### src/rtl/tinyenc_if.sv
// Bundles the block request/response handshake and the APB-style config port
// of the tinyenc encryptor. The master side drives requests and config
// accesses, while the slave side is the encryptor itself.
interface tinyenc_if;
  logic        req;
  logic [31:0] wdata;
  logic        ack;
  logic [31:0] rdata;
  logic        psel;
  logic        penable;
  logic        pwrite;
  logic [31:0] paddr;
  logic [31:0] pwdata;
  logic [31:0] prdata;
  logic        pready;

  modport master (
    output req, wdata, psel, penable, pwrite, paddr, pwdata,
    input  ack, rdata, prdata, pready
  );

  modport slave (
    input  req, wdata, psel, penable, pwrite, paddr, pwdata,
    output ack, rdata, prdata, pready
  );
endinterface

### src/rtl/tinyenc.sv
// tinyenc: iterative TEA-style 32-bit block encryptor (16-bit halves, 64-bit
// key), one round per clock. A block is loaded when idle and req is seen.
// Its result appears ROUND cycles later, and ack rises on that same cycle.
// Key and delta live in host-writable registers. They share a register map
// with the TEA decryptor. Each block works from a private snapshot taken at
// load, so host writes never disturb a block in flight.
module tinyenc #(
  parameter logic [63:0] KEY   = 64'h816fc52b09e74da3,
  parameter logic [15:0] DELTA = 16'h1,
  parameter logic [7:0]  ROUND = 8'd5
) (
  input  logic      clk,
  input  logic      rst,
  tinyenc_if.slave  bus
);

  // Host-visible configuration
  logic [15:0] k0, k1, k2, k3, delta;
  // Per-block snapshot used by the round engine
  logic [15:0] wk0, wk1, wk2, wk3, wdelta;
  // Round state
  logic [15:0] x, y, sum;
  logic [7:0]  i;
  logic [31:0] rdata;
  logic [31:0] prdata;
  // Next-round values
  logic [15:0] sum_n, x_n, y_n;
  logic        ack;

  // Round mixing function. All terms wrap modulo 2^16, and the right shift is logical.
  function automatic logic [15:0] round_f(input logic [15:0] v,
                                          input logic [15:0] a,
                                          input logic [15:0] b,
                                          input logic [15:0] s);
    logic [15:0] t_shl, t_add, t_shr;
    t_shl = (v << 4) + a;
    t_add = v + s;
    t_shr = (v >> 5) + b;
    return t_shl ^ t_add ^ t_shr;
  endfunction

  // One full round. The y half mixes in the freshly updated x half.
  always_comb begin
    sum_n = sum + wdelta;
    x_n   = x + round_f(y, wk0, wk1, sum_n);
    y_n   = y + round_f(x_n, wk2, wk3, sum_n);
  end

  assign ack        = (i == 8'd0);
  assign bus.ack    = ack;
  assign bus.rdata  = rdata;
  assign bus.prdata = prdata;
  assign bus.pready = 1'b1;

  // Round engine: load on idle+req, then iterate until the counter drains.
  always_ff @(posedge clk or posedge rst) begin
    if (rst) begin
      i      <= 8'd0;
      x      <= 16'h0;
      y      <= 16'h0;
      sum    <= 16'h0;
      wk0    <= 16'h0;
      wk1    <= 16'h0;
      wk2    <= 16'h0;
      wk3    <= 16'h0;
      wdelta <= 16'h0;
      rdata  <= 32'h0;
    end else if (i == 8'd0) begin
      if (bus.req) begin
        i      <= ROUND;
        y      <= bus.wdata[31:16];
        x      <= bus.wdata[15:0];
        sum    <= 16'h0;
        wk0    <= k0;
        wk1    <= k1;
        wk2    <= k2;
        wk3    <= k3;
        wdelta <= delta;
      end
    end else begin
      sum <= sum_n;
      x   <= x_n;
      y   <= y_n;
      i   <= i - 8'd1;
      // The last round publishes directly, so ack and rdata rise together.
      if (i == 8'd1) begin
        rdata <= {y_n, x_n};
      end
    end
  end

  // Config port: every selected cycle refreshes the read data, and the access
  // phase of a write updates the register.
  always_ff @(posedge clk or posedge rst) begin
    if (rst) begin
      k0     <= KEY[15:0];
      k1     <= KEY[31:16];
      k2     <= KEY[47:32];
      k3     <= KEY[63:48];
      delta  <= DELTA;
      prdata <= 32'h0;
    end else if (bus.psel) begin
      case (bus.paddr)
        32'h0:   prdata <= {k1, k0};
        32'h4:   prdata <= {k3, k2};
        32'h8:   prdata <= {16'h0, delta};
        32'hC:   prdata <= {31'h0, ack};
        default: prdata <= 32'h0;
      endcase
      if (bus.penable && bus.pwrite) begin
        case (bus.paddr)
          32'h0:   {k1, k0} <= bus.pwdata;
          32'h4:   {k3, k2} <= bus.pwdata;
          32'h8:   delta    <= bus.pwdata[15:0];
          default: ;
        endcase
      end
    end
  end

endmodule
### src/flat_wrapper.sv
// flat-port wrapper written by rule: the top's interface ports become plain ports
module tinyenc_flat 
#(
  parameter logic [63:0] KEY   = 64'h816fc52b09e74da3,
  parameter logic [15:0] DELTA = 16'h1,
  parameter logic [7:0]  ROUND = 8'd5
)
  (clk, rst, bus_req, bus_wdata, bus_psel, bus_penable, bus_pwrite, bus_paddr, bus_pwdata, bus_ack, bus_rdata, bus_prdata, bus_pready);
  tinyenc_if bus_i ();
  input  logic clk;
  input  logic rst;
  input wire logic [$bits(bus_i.req)-1:0] bus_req;
  input wire logic [$bits(bus_i.wdata)-1:0] bus_wdata;
  input wire logic [$bits(bus_i.psel)-1:0] bus_psel;
  input wire logic [$bits(bus_i.penable)-1:0] bus_penable;
  input wire logic [$bits(bus_i.pwrite)-1:0] bus_pwrite;
  input wire logic [$bits(bus_i.paddr)-1:0] bus_paddr;
  input wire logic [$bits(bus_i.pwdata)-1:0] bus_pwdata;
  output wire logic [$bits(bus_i.ack)-1:0] bus_ack;
  output wire logic [$bits(bus_i.rdata)-1:0] bus_rdata;
  output wire logic [$bits(bus_i.prdata)-1:0] bus_prdata;
  output wire logic [$bits(bus_i.pready)-1:0] bus_pready;
  assign bus_i.req = bus_req;
  assign bus_i.wdata = bus_wdata;
  assign bus_i.psel = bus_psel;
  assign bus_i.penable = bus_penable;
  assign bus_i.pwrite = bus_pwrite;
  assign bus_i.paddr = bus_paddr;
  assign bus_i.pwdata = bus_pwdata;
  assign bus_ack = bus_i.ack;
  assign bus_rdata = bus_i.rdata;
  assign bus_prdata = bus_i.prdata;
  assign bus_pready = bus_i.pready;
  tinyenc #(.KEY(KEY), .DELTA(DELTA), .ROUND(ROUND)) u_core (.clk(clk), .rst(rst), .bus(bus_i));
endmodule
### config.mk
export PLATFORM = sky130hd
export DESIGN_NAME = tinyenc_flat
export DESIGN_NICKNAME = d
export VERILOG_FILES = /design/src/rtl/tinyenc_if.sv /design/src/rtl/tinyenc.sv /design/src/flat_wrapper.sv
export SDC_FILE = /design/constraint.sdc
export NUM_CORES = 1
export LEC_CHECK = 0
export CAP_MARGIN = 30
export CORE_MARGIN = 2
export CORE_UTILIZATION = 32
export CTS_CLUSTER_SIZE = 40
export DETAILED_ROUTE_END_ITERATION = 10
export DONT_BUFFER_PORTS = 1
export PLACE_DENSITY_LB_ADDON = 0.15
export SYNTH_ARGS = -nofsm -noshare
export SYNTH_HDL_FRONTEND = slang
export SYNTH_SLANG_ARGS = --single-unit
export TNS_END_PERCENT = 50
### constraint.sdc
create_clock -name clk -period 10 [get_ports clk]
set_clock_uncertainty 0.05 [all_clocks]
set_input_delay 2 -clock clk [delete_from_list [all_inputs] [get_ports clk]]
set_output_delay 2 -clock clk [all_outputs]
set_load 0.005 [all_outputs]
### After elaboration in Yosys (flattened, before gate mapping)

Index checks and enable logic that the tools add are counted.

| cells by class | value |
|---|---|
| equal/unequal tests | 5 |
| reduce and logical (&&, ||, !) cells | 8 |
| bitwise gates (word level) | 5 |
| mux-type cells | 9 |
| add/subtract/negate cells | 10 |

Operator list:

| cell | number |
|---|---|
| $pmux W32 S4 | 1 |
| $add A16 B16 Y16 | 7 |
| $mux W16 | 6 |
| $eq A32 B4 Y1 const B | 2 |
| $xor A16 B16 Y16 | 4 |
| $add A11 B16 Y16 | 2 |
| $eq A32 B3 Y1 const B | 1 |
| $logic_not A32 Y1 | 1 |
| $mux W8 | 2 |
| $reduce_and A3 Y1 | 3 |
| $eq A8 B1 Y1 const B | 1 |
| $logic_not A8 Y1 | 1 |
| $sub A8 B1 Y8 const B | 1 |
| $reduce_and A2 Y1 | 2 |
| $ne A2 B2 Y1 const B | 1 |
| $logic_and A1 B1 Y1 | 1 |
| $not A1 Y1 | 1 |

| storage, ports and cells | value |
|---|---|
| register bits after elaboration | 280 |
| output and inout bits | 66 |
| bits of input ports | 102 |
| logic and storage cells | 53 |

### Logic depth before layout (Yosys ltp)

Gate-level depths: netlist of run 1.

| depth | value |
|---|---|
| depth in word-level cells | 10 |
| mapped depth | 43 |
| gate-level depth less buffers | 43 |

### Worst setup path after synthesis of run 1

OpenSTA, ideal clock, no wires.

| timing path | value |
|---|---|
| kind | register -> register |
| start | reg u_core.sum[0] |
| end | reg u_core.y[15] |
| slack | 2.152 ns |
| required time | 9.873 ns |
| period minus slack after synthesis | 7.848 ns |
| buffers on the path | 0 |
| stages on the path, launching flop included | 44 |
| setup time | 0.077 ns |
| arrival | 7.720 ns |
| cell sequence | dfrtp_1 > ha_1 > inv_1 > fa_1 > nor2b_1 > o21ai_0 > a21boi_0 > o21ai_0 > a21boi_0 > o21ai_0 > a21boi_0 > o21ai_0 > mux2i_1 > nand2_1 > ha_1 > xor2_1 > xnor2_1 > and3_1 > (+8 left out) > a31oi_1 > xor2_1 > xnor3_2 > xor2_2 > ha_1 > nand2_1 > o21ai_0 > nand3_1 > xnor2_1 > xnor2_1 > xnor2_1 > ha_1 > o211a_1 > o211ai_1 > nand2_1 > xnor2_1 > xnor3_1 > a21oi_1 |

| on the way | value |
|---|---|
| longest elaborated chain between the ends | 10 |
| elaborated cells between the ends (all ways) | 12 |
| those cells by class | add/sub: 7; mux: 1; bitwise: 4 |

Ends and longest elaborated chain:

| item | RTL line | source |
|---|---|---|
| from (decl) | tinyenc.sv:22 | `logic [15:0] x, y, sum;` |
| from (signal assigned) | tinyenc.sv:81 | `sum <= sum_n;` |
| $add A16 B16 Y16 * | tinyenc.sv:44 | `sum_n = sum + wdelta;` |
| $add A16 B16 Y16 * | tinyenc.sv:37 | `t_add = v + s;` |
| $xor A16 B16 Y16 * (2 in series) | tinyenc.sv:39 | `return t_shl ^ t_add ^ t_shr;` |
| $add A16 B16 Y16 * | tinyenc.sv:45 | `x_n = x + round_f(y, wk0, wk1, sum_n);` |
| via u_core.x_n[15] | tinyenc.sv:27 | `logic [15:0] sum_n, x_n, y_n;` |
| $add A16 B16 Y16 | tinyenc.sv:37 |  |
| $xor A16 B16 Y16 | tinyenc.sv:39 |  |
| $xor A16 B16 Y16 * | tinyenc.sv:39 |  |
| $add A16 B16 Y16 * | tinyenc.sv:46 | `y_n = y + round_f(x_n, wk2, wk3, sum_n);` |
| $mux W16 * | tinyenc.sv:68 | `end else if (i == 8'd0) begin` |
| to (signal assigned) | tinyenc.sv:71 | `y <= bus.wdata[31:16];` |
| to (signal assigned) | tinyenc.sv:83 | `y <= y_n;` |
| to (decl) | tinyenc.sv:22 |  |

The timed path passes the listed nets; every way through them passes the cells marked *.
A chain may end at the register's enable or synchronous reset.

### Final worst setup path of run 1

Same ends and word-level chain as after synthesis.

==> run metrics, run 1 <==
drt wl/cell=22.1 um; fin cells=2317; biggest area consumer among synthesized cells=dfrtp_1; max incr delay on CP=480 ps; Root Buffer=clkbuf_16; multiplexer share of the synthesized area=15.0%; worst-margin pin slew=940 ps; CTS hold repair buffers=0; prevailing post-synth register cell=dfrtp_1; vias in the first global route=12.1k; Synth Warn #=0; number of remaining DRC errors=0; area delta synth->final=11.2%; Netlist cell types=75; CP Depth=43; most frequent cells in the layout=247 x dfrtp_1, 179 x mux2_2, 134 x xnor2_1; Worst-Skew Late Latency=560 ps; Avg Vias per Cell=5.12; XOR/XNOR Fraction of Synth Area=9.50%; setup violators final=0; CP Class=flip-flop to flip-flop; relative slew slack=37.3%; DRT Wirelength=51100 um; layout cells sized above 1=18.5%; CTS Sinks=280; Die ar.=55500 um2; CP max FO=6; largest family of logic cells by synthesized area=multiplexers; crit path capture type=flip-flop; Synth top area share=36.0%; initial antenna violation count=2; fin nets=1846; upper clock frequency limit=0.110 GHz; Post-Synth Simple-Gate Area=8.71%; fraction of registers with async set/reset=100%; TritonCTS Buffers=35; DRT Pass-1 Iters=5; reg2reg setup slack=870 ps; row count=84; final hold viol count=0; I/O pins=168; critical path's slowest cell=xnor3_2; Worst setup SP type=flip-flop; cell depth of the worst flop-to-flop path=43; Avg Inst Size Synth=10.7 um2; CTS tree=built; Worst R2R End=u_core.y[15]; min-delay src=u_core.i[5]; Setup TNS Final=0 ps; die width=236 um; Tmin final=9130 ps; postcts setup bufs=0; final core utilization=36.2%; Hold Path Stages=1; post-synthesis compound-gate area fraction=12.1%; hold path endpoint=u_core.i[5]; cell mode on critical path=o21ai_0; aggregate global-route resource usage=18.4%; worst hold-check path type=flip-flop to flip-flop; Slew Limit Fails=0; total congestion overflow=0; starting density of the core=32.5%; RSZ-0062 raised after global routing=false; port bufs=0; first-pass GRT wire length=77700 um; Largest regs=u_core.bus.prdata x32, u_core.bus.rdata x32; Clk pin slew, worst setup/hold paths=60 ps; sequential area share after synthesis=41.1%; Routed Antenna Nets=0; CP required=10410 ps; post-synthesis cell area=17200 um2; fillers=5256; Synth Area in Adders=10.5%; largest net degree at the start of global routing=164; WHS=446 ps; EDFF count, synth=0; antenna diode count=0; synthesis-stage register bit count=280; worst endpoint data arrival time=9540 ps; Max Root-Sink Buffers=3; Core Region=52800 um2; total number of vias=11.9k; DP Cell Count=2257; outcome=completed; chip height=236 um; Reg-to-Reg Start=u_core.sum[0]; Final HPWL DP=39500 um; Top delay family on crit path=compound AO/OA/AOI/OAI gates; Post-Syn Nets=1848; Tcrit/Tclk final=91.3%; ranking of synthesized cells by area=dfrtp_1 36%, mux2_2 12%, ha_1 9.4%; routability cong.=0.890; Bufs and invs on worst path=2; H-tree Lvls=2; Synth Instances=1608; Max Cap Violations=0; Detailed Route Iter0 Violations=560; commonest non-fill, non-tap cell in the layout=dfrtp_1
==> logic make-up (layout without fill, tap and decap cells) <==
family | after synthesis | count (layout)
AO/OA/AOI/OAI | 335 | 335
AND/OR/NAND/NOR | 312 | 312
flip-flops | 280 | 280
multiplexers | 234 | 234
XOR/XNOR | 178 | 178
adder cells (fa/ha/maj) | 138 | 138
buffers and inverters | 130 | 151
other | 1 | 1
==> what timing repair did <==
action / in CTS / in global routing
resized for setup: 0 / 3
hold endpoints to repair: 0 / 0
endpoints found under the setup margin: 0 / 2
==> cell usage after synthesis, types with 9 or more instances <==
| cell type | number |
|---|---|
| xnor2_1 | 135 |
| a21boi_0 | 12 |
| nor2_1 | 71 |
| mux2i_1 | 54 |
| o22ai_1 | 32 |
| o21ai_0 | 86 |
| dfrtp_1 | 247 |
| dfstp_2 | 33 |
| fa_1 | 9 |
| nand2_1 | 118 |
| a21o_1 | 44 |
| mux2_2 | 179 |
| nand3b_1 | 10 |
| a211oi_1 | 13 |
| clkbuf_1 | 42 |
| nor2b_1 | 18 |
| nor4_1 | 9 |
| inv_1 | 75 |
| xor2_1 | 37 |
| nor3_1 | 23 |
| ha_1 | 129 |
| a21oi_1 | 87 |
| nand3_1 | 12 |
==> worst max path at each step <==
stage / startpoint / end
final: u_core.sum[0] / u_core.y[15]
after global routing: u_core.sum[0] / u_core.y[15]
after CTS: u_core.sum[0] / u_core.y[15]
after detailed placement: u_core.sum[0] / u_core.y[15]
after global placement: u_core.sum[0] / u_core.bus.rdata[31]
after floorplan: rst / u_core.bus.prdata[0]
==> metrics by stage <==
| stage | cell area [um2] | worst slack [ps] |
|---|---|---|
| after floorplan | 17200 | 282 |
| after global placement | 17900 | 1070 |
| after detailed placement | 17900 | 844 |
| after CTS | 19100 | 768 |
| after global routing | 19100 | 58.2 |
| final | 19100 | 870 |
==> cell type report <==
type | instances | area (um2) | share of cell area, %
well taps | 688 | 861 | 4.51
inverters | 76 | 293 | 1.54
clock inverters | 10 | 106 | 0.558
multi-input cells | 1198 | 9610 | 50.4
repair buffers | 15 | 153 | 0.800
flip-flops and latches | 280 | 7050 | 37.0
clock buffers | 50 | 1000 | 5.25
==> routing by layer <==
metal  GRT usage [%]  vias to the layer above  wire length, um
met3            3.56                       50             2240
met2            28.8                      230            22700
li1                -                     5725                -
met1            26.3                     5866            25500
met4            4.09                        2              752
met5               0                        -               13
Power of run 1 is not shown: default switching activity piles up to over one toggle a cycle in this logic, so the estimate is an artifact.
==> inputs of run 2 (changes only) <==
CTS_CLUSTER_DIAMETER = 40   (was unset)
==> run 2 against run 1 <==
Final cell count increased by 1.6%. Clock-buffer cell count increased by 11. Worst setup slack got worse by 49 ps. Critical path depth unchanged. Design area increased by 3.7%. Wire length increased by 0.28%. Maximum frequency decreased by 0.54%. Hold slack improved by 5.5 ps. Core utilization increased by 1.3 points. Highest routed layer unchanged.
==> run metrics, run 2 (same netlist as run 1, synthesis figures left out) <==
final hold viol count=0; row count=84; CTS Sinks=280; chip height=236 um; worst-margin pin slew=1010 ps; Tmin final=9180 ps; critical path's slowest cell=xnor3_2; TritonCTS Buffers=51; CTS tree=built; layout cells sized above 1=20.5%; initial antenna violation count=2; Worst setup SP type=flip-flop; aggregate global-route resource usage=18.4%; Max Root-Sink Buffers=3; commonest non-fill, non-tap cell in the layout=dfrtp_1; die width=236 um; port bufs=0; H-tree Lvls=2; Clk pin slew, worst setup/hold paths=50 ps; antenna diode count=0; Routed Antenna Nets=0; Final HPWL DP=39500 um; DRT Pass-1 Iters=5; Die ar.=55500 um2; Worst-Skew Late Latency=600 ps; largest net degree at the start of global routing=164; min-delay src=u_core.i[6]; I/O pins=168; CTS hold repair buffers=0; Root Buffer=clkbuf_16; CP max FO=6; routability cong.=0.890; Avg Vias per Cell=5.09; CP Class=flip-flop to flip-flop; worst endpoint data arrival time=9630 ps; Max Cap Violations=0; Largest regs=u_core.bus.prdata x32, u_core.bus.rdata x32; starting density of the core=32.5%; fin nets=1862; setup violators final=0; total number of vias=12.0k; drt wl/cell=21.8 um; vias in the first global route=12.3k; DRT Wirelength=51300 um; Tcrit/Tclk final=91.8%; Multi-input gate area=9590 um2; Core Region=52800 um2; worst hold-check path type=flip-flop to flip-flop; upper clock frequency limit=0.109 GHz; area delta synth->final=15.3%; register area=7050 um2; total congestion overflow=0; Setup TNS Final=0 ps; number of remaining DRC errors=0; Slew Limit Fails=0; Critical Path Source=u_core.sum[0]; postcts setup bufs=0; outcome=completed; Detailed Route Iter0 Violations=525; relative slew slack=32.8%; most frequent cells in the layout=247 x dfrtp_1, 179 x mux2_2, 135 x xnor2_1; crit path capture type=flip-flop; first-pass GRT wire length=78100 um; cell mode on critical path=o21ai_0; Reg-to-Reg Start=u_core.sum[0]; fillers=5211; CP required=10450 ps; max incr delay on CP=450 ps; RSZ-0062 raised after global routing=false
-- run 2: changes by cell type in the layout (fill, tap and decap cells not counted), moves of 2 or more --
cell | previous run | this run
clkbuf_1 | 8 | 3
inv_6 | 0 | 4
clkinv_16 | 0 | 2
bufinv_16 | 1 | 6
clkinv_2 | 4 | 6
clkinvlp_4 | 2 | 9
clkbuf_16 | 35 | 51
clkinv_4 | 1 | 7
-- run 2: what timing repair did --
item	4_1_cts	5_1_grt
setup endpoints to repair	0	2
gates resized for setup	0	1
endpoints found under the hold margin	0	0
-- run 2: worst paths after layout --
kind	to	slack, ps	cells past startpoint
worst max-delay path	u_core.y[15]	820	43
worst min-delay path	u_core.i[6]	450	1
worst max register to register	u_core.y[15]	820	43
worst min register to register	u_core.i[6]	450	1
max in group asynchronous	u_core.bus.prdata[12]	7100	2
min in group asynchronous	u_core.bus.prdata[30]	1320	1
-- run 2: area by class of cell --
| type | instances | area share (%) |
|---|---|---|
| inverters | 76 | 1.48 |
| clock buffers | 61 | 7.00 |
| repair buffers | 15 | 0.772 |
| well taps | 688 | 4.35 |
| flip-flops and latches | 280 | 35.6 |
| clock inverters | 35 | 2.28 |
| multi-input cells | 1198 | 48.5 |
-- run 2: worst max-delay path: cells and delay by family, from the launching register on --
family / cells / cell delay, ps
AND/OR/NAND/NOR: 8 / 1030
adder cells (fa/ha/maj): 6 / 1900
XOR/XNOR: 11 / 2690
flip-flops: 1 / 350
AO/OA/AOI/OAI: 15 / 2740
buffers and inverters: 2 / 140
multiplexers: 1 / 210
-- run 2: stage by stage --
step / hold WS [ps] / util [%] / cell area [um2] / instances / worst slack, ps
final: 451 / 37.5 / 19800 / 2353 / 820
after global routing: 474 / 37.5 / 19800 / 2353 / 2.88
after CTS: 451 / 37.5 / 19800 / 2353 / 774
after detailed placement: 439 / 34.0 / 17900 / 2257 / 844
after global placement: 426 / 33.9 / 17900 / 2255 / 1070
after floorplan: 408 / - / 17200 / 1608 / 282
-- run 2: layer usage --
layer / global-route usage (%) / wire (um) / share of wire (%) / vias up
li1: - / - / - / 5770
met1: 26.2 / 25400 / 50 / 5913
met2: 28.7 / 22500 / 44 / 242
met3: 3.74 / 2420 / 4.7 / 56
met4: 4.38 / 875 / 1.7 / 2
met5: 0 / 13 / 0.025 / -
Power of run 2 is left out for the same reason.
